**src/rtl/spi_flash_responder.sv**
```systemverilog
// SPI mode-0 READ (0x03) responder emulating the program flash; backing store
// is an internal byte array written through a host load port while idle.
module spi_flash_responder #(
  parameter int          ADDR_BITS = 8,
  parameter logic [7:0]  READ_CMD  = 8'h03
) (
  input  logic                 clk,
  input  logic                 rst,
  input  logic                 spi_cs_i,
  input  logic                 spi_sclk_i,
  input  logic                 spi_mosi_i,
  output logic                 spi_miso_o,
  output logic                 spi_miso_oe,
  input  logic                 load_en,
  input  logic [ADDR_BITS-1:0] load_addr,
  input  logic [7:0]           load_data,
  output logic                 busy
);

  localparam int DEPTH = 2 ** ADDR_BITS;

  typedef enum logic [2:0] {
    S_IDLE,
    S_CMD,
    S_ADDR,
    S_DATA,
    S_IGNORE
  } state_t;

  state_t r_state;
  state_t w_state_next;

  logic r_cs_s1, r_cs_s2, r_cs_prev;
  logic r_sclk_s1, r_sclk_s2, r_sclk_prev;
  logic r_mosi_s1, r_mosi_s2;

  logic [4:0]           r_cnt;
  logic [6:0]           r_cmd;
  logic [ADDR_BITS-2:0] r_addr;
  logic [ADDR_BITS-1:0] r_ptr;
  logic [6:0]           r_shift;
  logic                 r_miso;
  logic                 r_oe;

  logic [7:0] r_mem [DEPTH];

  logic                 w_cs_fall, w_cs_rise;
  logic                 w_sclk_rise, w_sclk_fall;
  logic [7:0]           w_cmd;
  logic [ADDR_BITS-1:0] w_addr;
  logic [7:0]           w_rd_byte;

  always_ff @(posedge clk) begin
    if (rst) begin
      r_cs_s1     <= 1'b0;
      r_cs_s2     <= 1'b0;
      r_cs_prev   <= 1'b0;
      r_sclk_s1   <= 1'b0;
      r_sclk_s2   <= 1'b0;
      r_sclk_prev <= 1'b0;
      r_mosi_s1   <= 1'b0;
      r_mosi_s2   <= 1'b0;
    end else begin
      r_cs_s1     <= spi_cs_i;
      r_cs_s2     <= r_cs_s1;
      r_cs_prev   <= r_cs_s2;
      r_sclk_s1   <= spi_sclk_i;
      r_sclk_s2   <= r_sclk_s1;
      r_sclk_prev <= r_sclk_s2;
      r_mosi_s1   <= spi_mosi_i;
      r_mosi_s2   <= r_mosi_s1;
    end
  end

  // Synchronizers reset low, so a cs already low at reset release shows no edge.
  assign w_cs_fall   = r_cs_prev & ~r_cs_s2;
  assign w_cs_rise   = ~r_cs_prev & r_cs_s2;
  assign w_sclk_rise = ~r_sclk_prev & r_sclk_s2;
  assign w_sclk_fall = r_sclk_prev & ~r_sclk_s2;

  assign w_cmd     = {r_cmd, r_mosi_s2};
  assign w_addr    = {r_addr, r_mosi_s2};
  assign w_rd_byte = r_mem[r_ptr];

  always_ff @(posedge clk) begin
    if (rst) begin
      r_state <= S_IDLE;
    end else begin
      r_state <= w_state_next;
    end
  end

  always_comb begin
    w_state_next = r_state;
    if (w_cs_rise) begin
      w_state_next = S_IDLE;
    end else begin
      case (r_state)
        S_IDLE:  if (w_cs_fall) w_state_next = S_CMD;
        S_CMD:   if (w_sclk_rise && r_cnt == 5'd7)
                   w_state_next = (w_cmd == READ_CMD) ? S_ADDR : S_IGNORE;
        S_ADDR:  if (w_sclk_rise && r_cnt == 5'd23) w_state_next = S_DATA;
        default: w_state_next = r_state;
      endcase
    end
  end

  always_ff @(posedge clk) begin
    if (rst) begin
      r_cnt   <= '0;
      r_cmd   <= '0;
      r_addr  <= '0;
      r_ptr   <= '0;
      r_shift <= '0;
      r_miso  <= 1'b0;
      r_oe    <= 1'b0;
    end else if (w_cs_rise) begin
      r_miso <= 1'b0;
      r_oe   <= 1'b0;
    end else begin
      case (r_state)
        S_IDLE: begin
          r_miso <= 1'b0;
          r_oe   <= 1'b0;
          if (w_cs_fall) r_cnt <= '0;
        end
        S_CMD: begin
          if (w_sclk_rise) begin
            r_cmd <= w_cmd[6:0];
            r_cnt <= (r_cnt == 5'd7) ? 5'd0 : r_cnt + 5'd1;
          end
        end
        S_ADDR: begin
          // Only the low ADDR_BITS of the 24-bit address survive the shift.
          if (w_sclk_rise) begin
            r_addr <= w_addr[ADDR_BITS-2:0];
            if (r_cnt == 5'd23) begin
              r_ptr <= w_addr;
              r_cnt <= '0;
              r_oe  <= 1'b1;
            end else begin
              r_cnt <= r_cnt + 5'd1;
            end
          end
        end
        S_DATA: begin
          if (w_sclk_fall) begin
            if (r_cnt[2:0] == 3'd0) begin
              r_miso  <= w_rd_byte[7];
              r_shift <= w_rd_byte[6:0];
              r_ptr   <= r_ptr + ADDR_BITS'(1);
            end else begin
              r_miso  <= r_shift[6];
              r_shift <= {r_shift[5:0], 1'b0};
            end
          end else if (w_sclk_rise) begin
            r_cnt <= {2'b00, r_cnt[2:0] + 3'd1};
          end
        end
        default: begin
          r_miso <= 1'b0;
          r_oe   <= 1'b0;
        end
      endcase
    end
  end

  always_ff @(posedge clk) begin
    if (load_en && r_state == S_IDLE) r_mem[load_addr] <= load_data;
  end

  assign spi_miso_o  = r_miso;
  assign spi_miso_oe = r_oe;
  assign busy        = (r_state != S_IDLE);

endmodule

```
**config.mk**
```make
export PLATFORM = sky130hd
export DESIGN_NAME = spi_flash_responder
export DESIGN_NICKNAME = d
export VERILOG_FILES = /design/src/rtl/spi_flash_responder.sv
export SDC_FILE = /design/constraint.sdc
export NUM_CORES = 2
export LEC_CHECK = 0
export BUFFER_PORTS_ARGS = -buffer_cell sky130_fd_sc_hd__buf_2
export CORE_ASPECT_RATIO = 1.5
export CORE_MARGIN = 2
export CORE_UTILIZATION = 50
export CTS_CLUSTER_DIAMETER = 120
export CTS_CLUSTER_SIZE = 30
export DETAILED_ROUTE_END_ITERATION = 10
export PLACE_DENSITY = 0.76
export SLEW_MARGIN = 20
export SYNTH_ARGS = -nofsm -noshare
export SYNTH_HDL_FRONTEND = slang
export SYNTH_SLANG_ARGS = --single-unit
```
**constraint.sdc**
```tcl
create_clock -name clk -period 2.3 [get_ports clk]
set_input_delay 0.115 -clock clk [delete_from_list [all_inputs] [get_ports clk]]
set_output_delay 0.115 -clock clk [all_outputs]
set_load 0.005 [all_outputs]
```
==> key figures <==
GRT
  • Largest net degree at the start of global routing: between 80 and 90
  • Total grt overflow: 0
  • Number of global-route vias before repair: roughly 45k
  • Initial antenna violation count: 11
  • GRT Util Overall: 0.265
  • First-pass GRT wire length: 318 mm

Critical path
  • Most frequent CP cell: buf_4
  • Worst reg2reg path depth: 11
  • Setup CP Type: flop to flop
  • Crit path arrival time: around 3.7 ns
  • Worst setup EP type: flop
  • R2R Setup Slk: -0.74 ns
  • CP required: around 3.0 ns
  • Worst path cell trace: buf_4, buf_4, buf_12, buf_12, mux4_2, and2_1, a2111oi_0, buf_4, a311oi_1, a31oi_1, a311oi_1
  • Crit path max-delay cell type: a311oi_1
  • Crit path launch type: flop
  • Worst R2R End: r_shift[5]
  • CP Max Fanout: 24
  • Crit-path max cell delay: between 0.7 and 0.8 ns

Hold path
  • Hold Path Class: primary input to flop
  • Hold Path End: r_mem[182][1]
  • Hold path startpoint: load_data[1]
  • Hold Path Stages: 1

Yosys
  • Post-Syn Nets: slightly above 4k
  • Warnings from Yosys: 0
  • Synth Area per Inst: roughly 20 um2
  • Yosys reg bits: ~2.1k
  • Fraction of registers with async set/reset: 0
  • Unique masters post-synth: 70
  • EDFF count, synth: 2048
  • Mapped Area: 0.0822 mm2
  • Mapped Cells: between 4k and 5k
  • Sequential-to-total area share from yosys stat: 0.762
  • Area contributors post-synth: edfxtp_1 (75%), mux4_2 (13%), mux2i_1 (2.3%)
  • Top FF cell, synth: edfxtp_1
  • Leading area contributor after synthesis: edfxtp_1
  • Synth top area share: 0.748

Timing
  • Slew margin rel.: 0.357
  • Period utilisation layout: 1.32
  • Final Worst Setup Slack: -0.743 ns
  • Final hold viol count: 5
  • Setup_tns: -5.41 ns
  • RSZ-0062 raised after global routing: true
  • WHS: -0.0319 ns
  • Fmax achieved: 0.329 GHz
  • Clock Skew: between 0.05 and 0.06 ns
  • Worst-Margin Slew: 0.958 ns
  • Max Slew Vio Count: 0
  • Final Critical Period: between 3 and 4 ns
  • Final setup vio count: 8

Run status
  • Outcome: complete, but fails checks
  • Violated checks: hold timing, setup timing

Die
  • # rows: between 150 and 200
  • Die area: 0.168 mm2
  • Initial Util: 0.503
  • Core ar.: approximately 0.16 mm2
  • Chip Width: 335 um
  • Ports: 25
  • Die height: about 500 um

Routing
  • Antenna Nets Post-Route: 0
  • Via-to-Cell Ratio: approximately 6.4
  • WL final: ~220 mm
  • DR pass1 iterations: 6
  • Vias: about 45k
  • 1st-iter DRT viols: approximately 6.3k
  • DR WL/cell: between 30 and 40 um
  • # DRC: 0

Power
  • Net Sw Frac: 0.194
  • Clock power frac: 0.289
  • Gate power share: 0.019
  • P_int: 49.0 mW
  • Pwr/cell area: 636 mW/mm2
  • Leak: approximately 30 nW
  • Part of the power in registers: 0.691
  • Sw Pwr: approximately 12 mW
  • VDD IR-drop max: slightly above 0.5 mV

Placement
  • Final RePlAce weighted congestion: ~0.94
  • Port buffer count: 24
  • Dpl cell area: around 0.092 mm2
  • Hpwl dp: 148 mm

Clock tree
  • CTS Buf Count: 80
  • Worst-skew pair later-pin latency: roughly 0.74 ns
  • Htree depth: 3
  • Clk buf depth: 3
  • Root Buffer: clkbuf_16
  • CTS clk-pin slew, worst paths: approximately 0.11 ns
  • TritonCTS clock tree: built
  • CTS sink count: between 2k and 2.5k

Job
  • Number of max-cap violations: 0

Cells and area
  • Post-route cell area: around 0.095 mm2
  • Filler Cells Inserted: approximately 11k
  • Final nets: just under 5k
  • Area grow syn2layout: 16.2%
  • Layout cells sized above 1: 0.329
## layout by cell type (no fill, tap or decap), types with 20 or more instances in the layout
cell type and n:
clkbuf_16 85, mux2i_1 179, nor2_1 285, o221ai_1 49
edfxtp_1 2048, o22ai_1 34, buf_4 686, a31oi_1 23
mux4_2 467, o21ai_0 32, nor3_1 21, nand2_1 187
dfxtp_1 48, nor2_2 31, nand3_1 53, nor2b_1 33
nor2_4 21, a21oi_1 59, buf_12 129, buf_6 41
a22oi_1 20
## critical path, delay by kind of cell (launching register included)
family / cells / cell delay, ns
compound gates: 4 / 1.27
buf+inv: 5 / 0.83
flops: 1 / 0.49
mux: 1 / 0.21
simple gates: 1 / 0.11
## power groups by stage
stage	clock, mW	sequential [mW]	combinational, mW
finish	17.6	42.0	1.18
global route	18.9	42.0	1.23
CTS	17.7	42.0	1.15
detailed placement	0	42.9	1.13
global placement	0	42.9	1.08
floorplan	0	42.9	0.139
## sequential cells by signal, summed over array words and instances (netlist names), 3 cells and up, named ones only
signal	cells
r_addr	7
r_cmd	7
r_cnt	5
r_mem	2048
r_ptr	8
r_shift	7
r_state	3
## routing by layer
metal,vias up,share of wire,GRT usage
li1,18200,-,-
met1,23300,0.33,0.313
met2,2888,0.51,0.451
met3,665,0.091,0.0497
met4,10,0.073,0.161
met5,-,0.00030,0
## layout make-up
| type | count | area [um2] | area share |
|---|---|---|---|
| multi-input cells | 1747 | 18900 | 0.198 |
| inverters | 10 | 46.3 | 0.000485 |
| repair buffers | 914 | 9040 | 0.0947 |
| clock buffers | 100 | 2160 | 0.0226 |
| clock inverters | 3 | 55.1 | 0.000577 |
| diodes | 7 | 17.5 | 0.000183 |
| well taps | 2116 | 2650 | 0.0277 |
| flip-flops and latches | 2103 | 62600 | 0.656 |
## through the flow
step / setup WS, ns / std cells / utilization / power [mW]
after global placement: -1.48 / 6823 / 0.560 / 43.9
final: -0.743 / 7000 / 0.584 / 60.8
after CTS: -0.628 / 6980 / 0.581 / 60.9
after detailed placement: -1.09 / 6824 / 0.560 / 44.0
after global routing: -0.761 / 6994 / 0.584 / 62.1
after floorplan: -0.125 / 4101 / - / 43.0
## Yosys cell counts, types with 34 or more instances
library cell and n:
edfxtp_1 2048, mux4_2 467, nor2_1 337, nand2_1 194, mux2i_1 187, clkbuf_1 100, a21oi_1 66, nand3_1 60
buf_2 55, dfxtp_1 55, o221ai_1 52, o21ai_0 42, buf_4 36, o22ai_1 35, nor2b_1 34
## kinds of logic after synthesis
logic type / share of synthesized area
muxes: 0.151
DFF: 0.762
buffers and inverters: 0.0176
and+or+nand+nor: 0.0392
adders and majority gates: 0.000457
AOI/OAI and AO/OA: 0.0296
## repair_timing
item	in CTS	in global routing
buffers inserted	35	15
endpoints found under the setup margin	463	587
cloned	7	1
gates resized for setup	93	96
hold buffers	12	0
endpoints found under the hold margin	279	0
pin swaps	13	27
## how the worst max path moves through the flow
stage	startpoint	end	slack (ns)
floorplan	r_state[1]	r_mem[167][0]	-0.12
global placement	flop	r_shift[5]	-1.48
detailed placement	flop	r_shift[6]	-1.09
CTS	flop	spi_miso_o	-0.63
global route	flop	r_shift[5]	-0.76
finish	flop	r_shift[5]	-0.74
Note: power is estimated with default switching activity, not from simulation.
